$ cat src/rtl/output_buffer_if.sv
// Handshake bundle between the PE-array result stage, the output buffer and
// the output memory writer. Elements are two's complement values packed
// lane-major: lane k lives in [k].
interface output_buffer_if #(
   parameter int N_DIM_ARRAY       = 8,
   parameter int OUTPUT_DATA_WIDTH = 8,
   parameter int N_DIM_ARRAY_LOG   = $clog2(N_DIM_ARRAY)
);
   logic [N_DIM_ARRAY-1:0][OUTPUT_DATA_WIDTH-1:0] parallel_output_array;
   logic                                          load_valid;
   logic                                          load_ready;
   logic [N_DIM_ARRAY_LOG:0]                      shift_output_buffer;
   logic [N_DIM_ARRAY-1:0][OUTPUT_DATA_WIDTH-1:0] serial_output;
   logic [N_DIM_ARRAY_LOG:0]                      out_count;
   logic                                          out_valid;
   logic                                          out_ready;
   logic                                          out_last;
   logic [1:0]                                    occupancy;

   // Producer/consumer side: drives loads, beat size and downstream ready.
   modport master (
      output parallel_output_array, load_valid, shift_output_buffer, out_ready,
      input  load_ready, serial_output, out_count, out_valid, out_last, occupancy
   );

   // Buffer side.
   modport slave (
      input  parallel_output_array, load_valid, shift_output_buffer, out_ready,
      output load_ready, serial_output, out_count, out_valid, out_last, occupancy
   );
endinterface

$ cat src/rtl/output_buffer.sv
// Ping-pong output buffer: captures N parallel PE results in one cycle and
// streams them out as variable-width beats of 1..N elements.
// Optional macro OUTPUT_BUFFER_RELU_EN clamps negative elements to 0 on load.
module output_buffer #(
   parameter int N_DIM_ARRAY       = 8,
   parameter int OUTPUT_DATA_WIDTH = 8,
   parameter int N_DIM_ARRAY_LOG   = $clog2(N_DIM_ARRAY)
) (
   input logic           clk,
   input logic           reset,
   input logic           clear,
   output_buffer_if.slave bus
);
   localparam int CW = N_DIM_ARRAY_LOG + 1;
   localparam logic [CW-1:0] N_CNT = CW'(N_DIM_ARRAY);

   typedef logic [N_DIM_ARRAY-1:0][OUTPUT_DATA_WIDTH-1:0] vec_t;

   vec_t          bank [2];
   logic [1:0]    full;
   logic          wr_sel;
   logic          rd_sel;
   logic [CW-1:0] rd_ptr;

   vec_t          load_data;
   vec_t          beat;
   logic [CW-1:0] beat_size;
   logic [CW-1:0] remaining;
   logic [CW-1:0] count;
   logic [CW-1:0] lane_idx;
   logic          valid;
   logic          last;
   logic          load_ready;

`ifdef OUTPUT_BUFFER_RELU_EN
   // Rectify each element on its way into the bank (sign bit set -> 0).
   always_comb begin
      load_data = '0;
      for (int k = 0; k < N_DIM_ARRAY; k++) begin
         if (!bus.parallel_output_array[k][OUTPUT_DATA_WIDTH-1]) begin
            load_data[k] = bus.parallel_output_array[k];
         end
      end
   end
`else
   // Elements are stored bit-exact.
   always_comb begin
      load_data = bus.parallel_output_array;
   end
`endif

   // Beat formation from registered state: size, lane count, last flag and
   // lane data, with unused lanes forced to 0.
   always_comb begin
      valid     = full[rd_sel];
      beat_size = (bus.shift_output_buffer == '0 || bus.shift_output_buffer > N_CNT)
                  ? N_CNT : bus.shift_output_buffer;
      remaining = N_CNT - rd_ptr;
      last      = valid && (beat_size >= remaining);
      count     = '0;
      if (valid) begin
         count = last ? remaining : beat_size;
      end
      beat     = '0;
      lane_idx = '0;
      for (int k = 0; k < N_DIM_ARRAY; k++) begin
         if (CW'(k) < count) begin
            lane_idx = rd_ptr + CW'(k);
            beat[k]  = bank[rd_sel][lane_idx[N_DIM_ARRAY_LOG-1:0]];
         end
      end
   end

   // Bank write pointer may only advance into an empty bank.
   assign load_ready = !full[wr_sel];

   assign bus.load_ready    = load_ready;
   assign bus.out_valid     = valid;
   assign bus.out_count     = count;
   assign bus.out_last      = last;
   assign bus.serial_output = beat;
   assign bus.occupancy     = 2'(full[0]) + 2'(full[1]);

   // Bank state update. A load always targets the empty write bank and a
   // drain always targets the full read bank, so the two never collide;
   // clear flushes everything and wins over both.
   always_ff @(posedge clk) begin
      if (reset || clear) begin
         bank[0] <= '0;
         bank[1] <= '0;
         full    <= '0;
         wr_sel  <= 1'b0;
         rd_sel  <= 1'b0;
         rd_ptr  <= '0;
      end else begin
         if (bus.load_valid && load_ready) begin
            bank[wr_sel] <= load_data;
            full[wr_sel] <= 1'b1;
            wr_sel       <= ~wr_sel;
         end
         if (valid && bus.out_ready) begin
            if (last) begin
               full[rd_sel] <= 1'b0;
               rd_ptr       <= '0;
               rd_sel       <= ~rd_sel;
            end else begin
               rd_ptr <= rd_ptr + count;
            end
         end
      end
   end
endmodule

$ cat src/flat_wrapper.sv
// flat-port wrapper written by rule: the top's interface ports become plain ports
module output_buffer_flat 
#(
   parameter int N_DIM_ARRAY       = 8,
   parameter int OUTPUT_DATA_WIDTH = 8,
   parameter int N_DIM_ARRAY_LOG   = $clog2(N_DIM_ARRAY)
)
  (clk, reset, clear, bus_parallel_output_array, bus_load_valid, bus_shift_output_buffer, bus_out_ready, bus_load_ready, bus_serial_output, bus_out_count, bus_out_valid, bus_out_last, bus_occupancy);
  output_buffer_if #(.N_DIM_ARRAY(N_DIM_ARRAY), .OUTPUT_DATA_WIDTH(OUTPUT_DATA_WIDTH), .N_DIM_ARRAY_LOG(N_DIM_ARRAY_LOG)) bus_i ();
  input logic clk;
  input logic reset;
  input logic clear;
  input wire logic [$bits(bus_i.parallel_output_array)-1:0] bus_parallel_output_array;
  input wire logic [$bits(bus_i.load_valid)-1:0] bus_load_valid;
  input wire logic [$bits(bus_i.shift_output_buffer)-1:0] bus_shift_output_buffer;
  input wire logic [$bits(bus_i.out_ready)-1:0] bus_out_ready;
  output wire logic [$bits(bus_i.load_ready)-1:0] bus_load_ready;
  output wire logic [$bits(bus_i.serial_output)-1:0] bus_serial_output;
  output wire logic [$bits(bus_i.out_count)-1:0] bus_out_count;
  output wire logic [$bits(bus_i.out_valid)-1:0] bus_out_valid;
  output wire logic [$bits(bus_i.out_last)-1:0] bus_out_last;
  output wire logic [$bits(bus_i.occupancy)-1:0] bus_occupancy;
  assign bus_i.parallel_output_array = bus_parallel_output_array;
  assign bus_i.load_valid = bus_load_valid;
  assign bus_i.shift_output_buffer = bus_shift_output_buffer;
  assign bus_i.out_ready = bus_out_ready;
  assign bus_load_ready = bus_i.load_ready;
  assign bus_serial_output = bus_i.serial_output;
  assign bus_out_count = bus_i.out_count;
  assign bus_out_valid = bus_i.out_valid;
  assign bus_out_last = bus_i.out_last;
  assign bus_occupancy = bus_i.occupancy;
  output_buffer #(.N_DIM_ARRAY(N_DIM_ARRAY), .OUTPUT_DATA_WIDTH(OUTPUT_DATA_WIDTH), .N_DIM_ARRAY_LOG(N_DIM_ARRAY_LOG)) u_core (.clk(clk), .reset(reset), .clear(clear), .bus(bus_i));
endmodule
$ cat config.mk
export PLATFORM = sky130hd
export DESIGN_NAME = output_buffer_flat
export DESIGN_NICKNAME = d
export VERILOG_FILES = /design/src/rtl/output_buffer_if.sv /design/src/rtl/output_buffer.sv /design/src/flat_wrapper.sv
export SDC_FILE = /design/constraint.sdc
export NUM_CORES = 1
export LEC_CHECK = 0
export BUFFER_PORTS_ARGS = -buffer_cell sky130_fd_sc_hd__buf_4
export CORE_MARGIN = 2
export CORE_UTILIZATION = 55
export CTS_CLUSTER_DIAMETER = 40
export DETAILED_ROUTE_END_ITERATION = 16
export PLACE_DENSITY = 0.79
export SYNTH_ARGS = -nofsm -noshare
export SYNTH_HDL_FRONTEND = slang
export SYNTH_SLANG_ARGS = --single-unit
$ cat constraint.sdc
create_clock -name clk -period 10.7 [get_ports clk]
set_input_delay 2.14 -clock clk [delete_from_list [all_inputs] [get_ports clk]]
set_output_delay 2.14 -clock clk [all_outputs]
set_load 0.02 [all_outputs]
# Yosys cells after proc, flatten, opt, wreduce, memory -nomap -nowiden
# Memories as Yosys holds them, arrays and structs flattened. A register that Yosys moved wholly into a read port is not among the register bits.
# Cells that the tools add are included.
classes:
  addsub: 10
  mux: 50
  bitwise: 5
  reduce_logical: 11
  n_lt_le_gt_ge: 22
op_table:
  columns: ["cell", "count"]
  rows:
  - ["$bmux 8 s3", 8]
  - ["$mux 8", 16]
  - ["$mux 64", 1]
  - ["$reduce_or 64->1", 1]
  - ["$lt 3x4->1 const B", 8]
  - ["$lt 3x4->1 const A", 4]
  - ["$mux 4", 4]
  - ["$mux 1", 15]
  - ["$add 3x3->3 const B", 4]
  - ["$lt 1x4->1 const A", 2]
  - ["$lt 2x4->1 const A", 2]
  - ["$mux 2", 4]
  - ["$add 3x2->3 const B", 2]
  - ["$logic_and 1x1->1", 5]
  - ["$add 4x4->4", 1]
  - ["$ge 4x4->1", 1]
  - ["$gt 4x4->1 const B", 1]
  - ["$logic_not 4->1", 1]
  - ["$lt 1x2->1 const B", 2]
  - ["$sub 4x4->4 const A", 1]
  - ["$add 3x1->3 const B", 1]
  - ["$add 1x1->2", 1]
  - ["$and 2x2->2", 1]
  - ["$demux 1 s1", 2]
  - ["other kinds (7)", 10]
totals:
  inputBits: 73
  mem_bits_rw: 128
  regBits: 8
  n_memories: 1
mem_list:
  columns: ["memory", "depth", "word_bits", "rd", "rd_ports_with_merged_regs", "wr", "line", "source"]
  rows:
  - ["u_core.bank", 2, 64, 1, 1, 2, "output_buffer.sv:19", "vec_t bank [2];"]

# Logic depth before layout (Yosys ltp)
# Gate-level depths: netlist (run 1).
logic_depth:
  word_depth: 10
  ltp_mapped: 20

# Least setup slack after synthesis (run 1)
# No wires, ideal clock.
synth_timing:
  path_kind: "input-to-reg"
  start: "input port bus_load_valid"
  end: "memory u_core.bank[0][0] in the netlist's numbering (enable)"
  cell_stages: 2
  required_ns: 10.126
  n_path_buf: 0
  arrival_time_ns: 6.709
  slack_ns: 3.416
  setup_ns: 0.574
  path_cell_list: "nand2b_1 o21ai_0"
synth_rtl:
  columns: ["item", "line", "source"]
  rows:
  - ["start: declaration", "flat_wrapper.sv:14", "input wire logic [$bits(bus_i.load_valid)-1:0] bus_load_valid;"]
  - ["end: declaration", "output_buffer.sv:19", null]

# Worst setup path in the final report (run 1)
layout_timing:
  start: "register u_core.rd_ptr[1]"
  end: "output port bus_serial_output[33]"
layout_between:
  elab_chain_cells: 7
  elab_cells_between_ends: 10
layout_rtl:
  columns: ["item", "line", "source"]
  rows:
  - ["start: declaration", "output_buffer.sv:23", "logic [CW-1:0] rd_ptr;"]
  - ["start signal: assignment", "output_buffer.sv:107", "rd_ptr <= rd_ptr + count;"]
  - ["$sub 4x4->4", "output_buffer.sv:58", "remaining = N_CNT - rd_ptr;"]
  - ["$ge 4x4->1", "output_buffer.sv:59", "last = valid && (beat_size >= remaining);"]
  - ["$logic_and 1x1->1", "output_buffer.sv:59", null]
  - ["$mux 4", "output_buffer.sv:62", "count = last ? remaining : beat_size;"]
  - ["$mux 4", "output_buffer.sv:61", "if (valid) begin"]
  - ["$lt 3x4->1", "output_buffer.sv:67", "if (CW'(k) < count) begin"]
  - ["$mux 8 (*)", "output_buffer.sv:67", null]
  - ["end: declaration", "flat_wrapper.sv:18", "output wire logic [$bits(bus_i.serial_output)-1:0] bus_serial_output;"]
# Mark *: on every way between the ends. The rest lies on a longest branch, timed or not. The select of a mux whose other input is x is not followed.

==> flow_summary.yaml, run 1 <==
clocking:
  clkTransAtPathRegs_ps: 60
  clkLatencyLatePin_ps: 430
  cts_tree: "built"
  post_cts_sizing: 0
  htree_levels: 4
  clock_tree.buffer_depth: 2
  post-cts-setup-buffers: 0
  tritoncts.num_buffers: 17
  clk_root_buffer_cell: "sky130_fd_sc_hd__clkbuf_16"
  cts-hold-fix-buffers: 0
  clock_sink_count: 137
timing:
  final_max_slew_viol_count: 0
  finalSetupTns_ps: 0
  timing.hold.ws_ps: 524
  clock.fmax_mhz: 138
  finalCriticalPeriod_ps: 7260
  worst_slew_margin_rel_pct: 18.3
  rsz0062_at_grt: "no"
  timing.final.crit_share_pct: 67.8
  hold_viol: 0
  worstMarginPinSlew_ps: 1220
  setup_viol_count_final: 0
  fin_skew_ps: 10.7
final_layout:
  area_growth_syn_to_layout_pct: 19.4
  most_common_cell_after_layout_fill_and_taps_aside: "sky130_fd_sc_hd__buf_4"
  antennaDiodeCount: 0
  mostFrequentLayoutCells: "sky130_fd_sc_hd__buf_4 (154), sky130_fd_sc_hd__and2_1 (129), sky130_fd_sc_hd__edfxtp_1 (128), sky130_fd_sc_hd__mux4_2 (69), sky130_fd_sc_hd__nand2_1 (62)"
  final_nets: 967
  share_of_layout_cells_above_drive_strength_1_pct: 33.6
placement:
  finalWeightedCongestion: 0.925
  portBuffers: 145
  dp_hpwl_um: 17700
grt:
  grt_max_degree: 66
  globalRouteTotalUtil_pct: 29.0
  grt.met3_usage_pct: 5.67
  grt-busiest-layer: "met2"
  antenna_found_initial: 1
  grt_pass1_wl_um: 38600
  aggregate_global_routing_overflow: 0
  grt_util_met2_pct: 46.3
  first_global_vias: 6661
  grt_util_met1_pct: 39.6
power_and_ir_drop:
  netSwitchingFraction_pct: 24.9
  switchingPower_uw: 353
  ir_worst_vdd_uv: 110
  power_leakage_uw: 0.00436
  p_int_uw: 1060
  sequential_cell_fraction_of_total_power_pct: 44.6
  power.share.combinational_pct: 13.0
  power_density_mw_per_mm2: 128
  share_clk_of_total_power_pct: 42.5
die:
  fp.coreArea_mm2: 0.0165
  row_count: 47
  initial_core_util_pct: 55.9
  io_pins: 146
  dieArea_mm2: 0.0178
  chipWidth_um: 134
  die_y_um: 134
logic_synthesis:
  post_synth_instance_area_mm2: 0.00924
  synth_edf_count: 128
  sequential_share_of_the_synthesized_area_pct: 43.6
  ys_async_sr_fraction_pct: 0
  ys.flop_type: "sky130_fd_sc_hd__edfxtp_1"
  synth.net_count: 851
  avg_inst_size_synth_um2: 12.1
  synth.yosys.warnings: 0
  synth.distinct_cells: 63
  ys_seq_elements: 137
  post_synth_inst_count: 766
setup_path:
  cpMaxStageDelayCell: "sky130_fd_sc_hd__xnor2_2"
  crit_arrival_ps: 5120
  cp.required_ps: 8560
  endpoint_kind: "primary output"
  crit_path_max_incr_delay_ps: 760
  ff2ff_setup_slack_ps: 5340
  worst-path-max-fanout: 32
  crit_path_frequent_cell: "sky130_fd_sc_hd__ha_1"
  worst-setup-path-type: "register to primary output"
  cp-start-kind: "register"
  crit_chain: "clkinv_1, ha_1, xnor2_2, inv_2, ha_1, and2_4, a221oi_4, nand2_4, a311o_4, nor3b_1, buf_4"
detailed_routing:
  avgViaCountPerCell: 6.29
  detail_route.iter0.violations: 853
  first_pass_iters: 7
  antenna_left: 0
  vias: 7012
  drt-wirelength-per-cell_um: 22.7
  drt-total-wl_um: 25400
  number_of_design_rule_violations_left_after_detail_routing: 0
job:
  maxCapViolations: 0
run_status:
  status: "completed"
min_path:
  class_of_the_tightest_hold_or_removal_check: "register to register"
layout make-up:
class | count | area (µm²)
Sequential cell | 137 | 4030
Clock inverter | 15 | 174
Timing Repair Buffer | 154 | 1160
Inverter | 12 | 45.0
Clock buffer | 17 | 425
Fill cell | 1209 | 5500
Tap cell | 220 | 275
Multi-Input combinational cell | 560 | 4920
flip-flops by register name, summed over array words and instances (netlist names), named ones only:
register and flops:
u_core.wr_sel 1, u_core.rd_ptr 4, u_core.full 2, u_core.rd_sel 1, u_core.bank 128
synthesized netlist by cell type, types with 2 or more instances:
| cell type | count | area (µm²) |
|---|---|---|
| sky130_fd_sc_hd__nand2_1 | 62 | 233 |
| sky130_fd_sc_hd__a31oi_1 | 2 | 12.5 |
| sky130_fd_sc_hd__nor3_1 | 16 | 80.1 |
| sky130_fd_sc_hd__a21oi_1 | 45 | 225 |
| sky130_fd_sc_hd__mux2_2 | 16 | 180 |
| sky130_fd_sc_hd__xnor2_1 | 4 | 35.0 |
| sky130_fd_sc_hd__a22oi_1 | 4 | 30.0 |
| sky130_fd_sc_hd__a211oi_2 | 5 | 62.6 |
| sky130_fd_sc_hd__nand3_1 | 7 | 35.0 |
| sky130_fd_sc_hd__ha_1 | 11 | 138 |
| sky130_fd_sc_hd__a211oi_1 | 12 | 90.1 |
| sky130_fd_sc_hd__mux4_1 | 11 | 289 |
| sky130_fd_sc_hd__nor4b_1 | 2 | 17.5 |
| sky130_fd_sc_hd__inv_1 | 6 | 22.5 |
| sky130_fd_sc_hd__buf_4 | 3 | 22.5 |
| sky130_fd_sc_hd__nand2b_1 | 4 | 25.0 |
| sky130_fd_sc_hd__a21boi_1 | 4 | 30.0 |
| sky130_fd_sc_hd__mux4_2 | 69 | 1550 |
| sky130_fd_sc_hd__edfxtp_1 | 128 | 3840 |
| sky130_fd_sc_hd__o21ai_1 | 2 | 10.0 |
| sky130_fd_sc_hd__buf_6 | 6 | 67.6 |
| sky130_fd_sc_hd__dfxtp_1 | 9 | 180 |
| sky130_fd_sc_hd__clkbuf_1 | 35 | 131 |
| sky130_fd_sc_hd__nor3b_1 | 16 | 120 |
| sky130_fd_sc_hd__inv_2 | 5 | 18.8 |
| sky130_fd_sc_hd__o22ai_1 | 2 | 12.5 |
| sky130_fd_sc_hd__a41oi_1 | 2 | 17.5 |
| sky130_fd_sc_hd__and2_1 | 129 | 807 |
| sky130_fd_sc_hd__a21boi_0 | 12 | 90.1 |
| sky130_fd_sc_hd__nand4_1 | 2 | 12.5 |
| sky130_fd_sc_hd__mux2i_1 | 17 | 170 |
| sky130_fd_sc_hd__buf_2 | 9 | 45.0 |
| sky130_fd_sc_hd__o21ai_0 | 29 | 145 |
| sky130_fd_sc_hd__nor2_1 | 49 | 184 |
| sky130_fd_sc_hd__xor2_1 | 2 | 17.5 |
| sky130_fd_sc_hd__buf_1 | 2 | 7.51 |
power groups by stage:
stage	sequential [µW]	combinational [µW]	clock [µW]
after global placement	637	177	0
after detailed placement	640	179	0
after global routing	633	194	626
final	630	183	601
after CTS	630	181	602
after floorplan	636	109	0
per-stage QoR:
| stage | cell area (µm²) | setup WS, ps | utilization (%) | cells | total power (µW) |
|---|---|---|---|---|---|
| 6_report | 11000 | 3440 | 66.7 | 1115 | 1410 |
| 5_1_grt | 11000 | 3170 | 66.7 | 1115 | 1450 |
| 4_1_cts | 11000 | 3520 | 66.7 | 1115 | 1410 |
| 3_5_place_dp | 10400 | 3650 | 63.1 | 1083 | 820 |
| 3_3_place_gp | 10400 | 3670 | 63.1 | 1083 | 814 |
| 2_1_floorplan | 9240 | 3420 | - | 766 | 745 |
worst max-delay path: cells and delay by family (launching register included):
kind / cells / cell delay, ps
AO/OA/AOI/OAI: 2 / 1020
XOR/XNOR: 1 / 760
adder cells (fa/ha/maj): 2 / 840
buffers and inverters: 3 / 1060
flip-flops: 1 / 330
AND/OR/NAND/NOR: 3 / 680
logic make-up after synthesis:
group           share of synthesized area, %
fa+ha+maj                               1.71
compound gates                          9.06
buf+inv                                 3.59
simple gates                            17.4
mux                                     23.9
xor+xnor                               0.745
flops                                   43.6
per-layer routing:
| metal | routed length, µm | up-vias |
|---|---|---|
| met1 | 10100 | 3419 |
| met5 | 11 | - |
| li1 | - | 3136 |
| met4 | 911 | 2 |
| met3 | 2120 | 65 |
| met2 | 12200 | 390 |
path summary, 6_finish.rpt:
| check | end | cells past startpoint | start |
|---|---|---|---|
| worst max-delay path | bus_serial_output[33] | 11 | u_core.rd_ptr[1] |
| worst min-delay path | u_core.full[0] | 2 | u_core.rd_sel |
| worst max register to register | u_core.rd_ptr[3] | 15 | u_core.rd_ptr[1] |
| worst min register to register | u_core.full[0] | 2 | u_core.rd_sel |
Power figures use the tool's default switching activity.
==> run 2, diff against run 1 <==
- clock period: 10.7 -> 6.7 ns (I/O delays scaled with it)
==> run 2 against run 1 <==
Final cell count is the same; combinational power grew 59%; clock-buffer cell count grew 3; non-clock buffer count grew 2; via count grew 0.53%; sequential share of layout area grew 0.062 points; global-route usage shrank 0.82 points; clock power grew 53%; register-to-register slack lost 3500 ps; sequential power grew 60%; critical endpoint is now bus_serial_output[44]; largest power group unchanged; highest routed layer is now met4.
==> flow_summary.yaml, run 2 (same netlist as run 1, synthesis figures left out) <==
setup_path:
  crit_arrival_ps: 4650
  cp-startpoint: "u_core.rd_ptr[1]"
  critical_path.reg2reg.startpoint: "u_core.rd_ptr[1]"
  worst-setup-path-type: "register to primary output"
  cp-start-kind: "register"
  worst-r2r-cell-count: 15
  worst_setup_path_endpoint: "bus_serial_output[44]"
  worst-path-max-fanout: 18
  endpoint_kind: "primary output"
  cp.required_ps: 5360
  crit-reg2reg-capture: "u_core.rd_ptr[3]"
  ff2ff_setup_slack_ps: 1860
clocking:
  clock_tree.buffer_depth: 2
  clk_root_buffer_cell: "sky130_fd_sc_hd__clkbuf_16"
  tritoncts.num_buffers: 17
  cts_tree: "built"
  clkTransAtPathRegs_ps: 60
  htree_levels: 4
  clock_sink_count: 137
  cts-hold-fix-buffers: 0
  post-cts-setup-buffers: 0
  post_cts_sizing: 0
  clkLatencyLatePin_ps: 430
detailed_routing:
  detail_route.iter0.violations: 794
  number_of_design_rule_violations_left_after_detail_routing: 0
  drt-total-wl_um: 24900
  first_pass_iters: 5
  antenna_left: 0
  avgViaCountPerCell: 6.32
  drt-wirelength-per-cell_um: 22.3
  vias: 7049
grt:
  antenna_found_initial: 0
  aggregate_global_routing_overflow: 0
  first_global_vias: 6521
  globalRouteTotalUtil_pct: 28.2
  grt_max_degree: 66
  grt_pass1_wl_um: 37400
final_layout:
  finish.utilization_pct: 66.6
  fillers: 1210
  final_cell_count_no_fill: 1115
  most_common_cell_after_layout_fill_and_taps_aside: "sky130_fd_sc_hd__buf_4"
  final_nets: 969
  largest_register_ffs: 128
  antennaDiodeCount: 0
  share_of_layout_cells_above_drive_strength_1_pct: 33.3
  max_flop_register: "u_core.bank"
  largest_registers: "u_core.bank x128, u_core.rd_ptr x4, u_core.full x2"
  mostFrequentLayoutCells: "sky130_fd_sc_hd__buf_4 (156), sky130_fd_sc_hd__and2_1 (129), sky130_fd_sc_hd__edfxtp_1 (128), sky130_fd_sc_hd__mux4_2 (69), sky130_fd_sc_hd__nand2_1 (62)"
  area_growth_syn_to_layout_pct: 19.2
timing:
  clock.fmax_mhz: 167
  timing.final.crit_share_pct: 89.3
  worstMarginPinSlew_ps: 1250
  worst_slew_margin_rel_pct: 16.5
  finalCriticalPeriod_ps: 5990
  finalSetupTns_ps: 0
  fin_skew_ps: 5.49
  final_max_slew_viol_count: 0
  hold_viol: 0
  setup_viol_count_final: 0
  rsz0062_at_grt: "no"
die:
  die_y_um: 134
  initial_core_util_pct: 55.9
  fp.coreArea_mm2: 0.0165
  row_count: 47
  dieArea_mm2: 0.0178
  io_pins: 146
  chipWidth_um: 134
power_and_ir_drop:
  power_density_mw_per_mm2: 201
  power_leakage_uw: 0.00436
  ir_worst_vdd_uv: 165
placement:
  placed_cells_incl_taps: 1085
  dp_hpwl_um: 17400
  finalWeightedCongestion: 0.941
  portBuffers: 145
min_path:
  class_of_the_tightest_hold_or_removal_check: "register to register"
  holdPathStages: 2
run_status:
  status: "completed"
job:
  maxCapViolations: 0
==> run 2: changes by cell type in the layout (fill, tap and decap cells not counted), sizes merged <==
cell,before,now
buf,154,156
inv,14,11
clkbuf,17,20
clkinvlp,3,1
==> run 2: stage by stage <==
stage,power [µW],worst slack (ps),hold slack [ps],area [µm²]
after floorplan,1190,216,497,9240
after global placement,1300,1300,513,10400
after detailed placement,1310,1280,515,10400
after CTS,2220,771,523,11000
after global routing,2280,503,539,11000
final,2220,714,525,11000
==> run 2: layout make-up <==
class | count | area, µm² | area share [%]
multi-input cells | 560 | 4920 | 44.7
flip-flops and latches | 137 | 4030 | 36.6
well taps | 220 | 275 | 2.50
inverters | 12 | 45.0 | 0.409
clock inverters | 10 | 129 | 1.17
repair buffers | 156 | 1170 | 10.6
clock buffers | 20 | 437 | 3.97
==> run 2: where the power goes <==
group | total, µW | internal, µW | switching (µW) | leakage [µW]
Combinational | 291 | 127 | 164 | 0.00256
Sequential | 1010 | 984 | 23.8 | 0.00152
Clock | 918 | 575 | 343 | 0.000275
==> run 2: critical path, cell delays in order (launching register included) <==
cell and delay (ps):
sky130_fd_sc_hd__dfxtp_1 340, sky130_fd_sc_hd__clkinv_1 520, sky130_fd_sc_hd__ha_1 480, sky130_fd_sc_hd__and2b_2 220, sky130_fd_sc_hd__xnor2_1 380, sky130_fd_sc_hd__ha_1 370
sky130_fd_sc_hd__and2_4 180, sky130_fd_sc_hd__a221o_2 420, sky130_fd_sc_hd__nor2_2 330, sky130_fd_sc_hd__o21ai_1 430, sky130_fd_sc_hd__nor3_1 340, sky130_fd_sc_hd__buf_4 190
==> run 2: worst min-delay path by stage <==
stage                        from        endpoint
floorplan           u_core.rd_sel  u_core.full[0]
global placement    u_core.rd_sel  u_core.full[0]
detailed placement  u_core.rd_sel  u_core.full[0]
CTS                 u_core.rd_sel  u_core.full[0]
global route        u_core.rd_sel  u_core.full[0]
finish              u_core.rd_sel  u_core.full[0]
==> run 2: layer usage <==
metal / track usage (%) / wire length, µm / up-vias
met2: 43.8 / 11800 / 412
met1: 39.2 / 10100 / 3456
met5: 0 / 0 / -
met3: 6.01 / 2230 / 47
met4: 11.5 / 795 / 0
li1: - / - / 3134
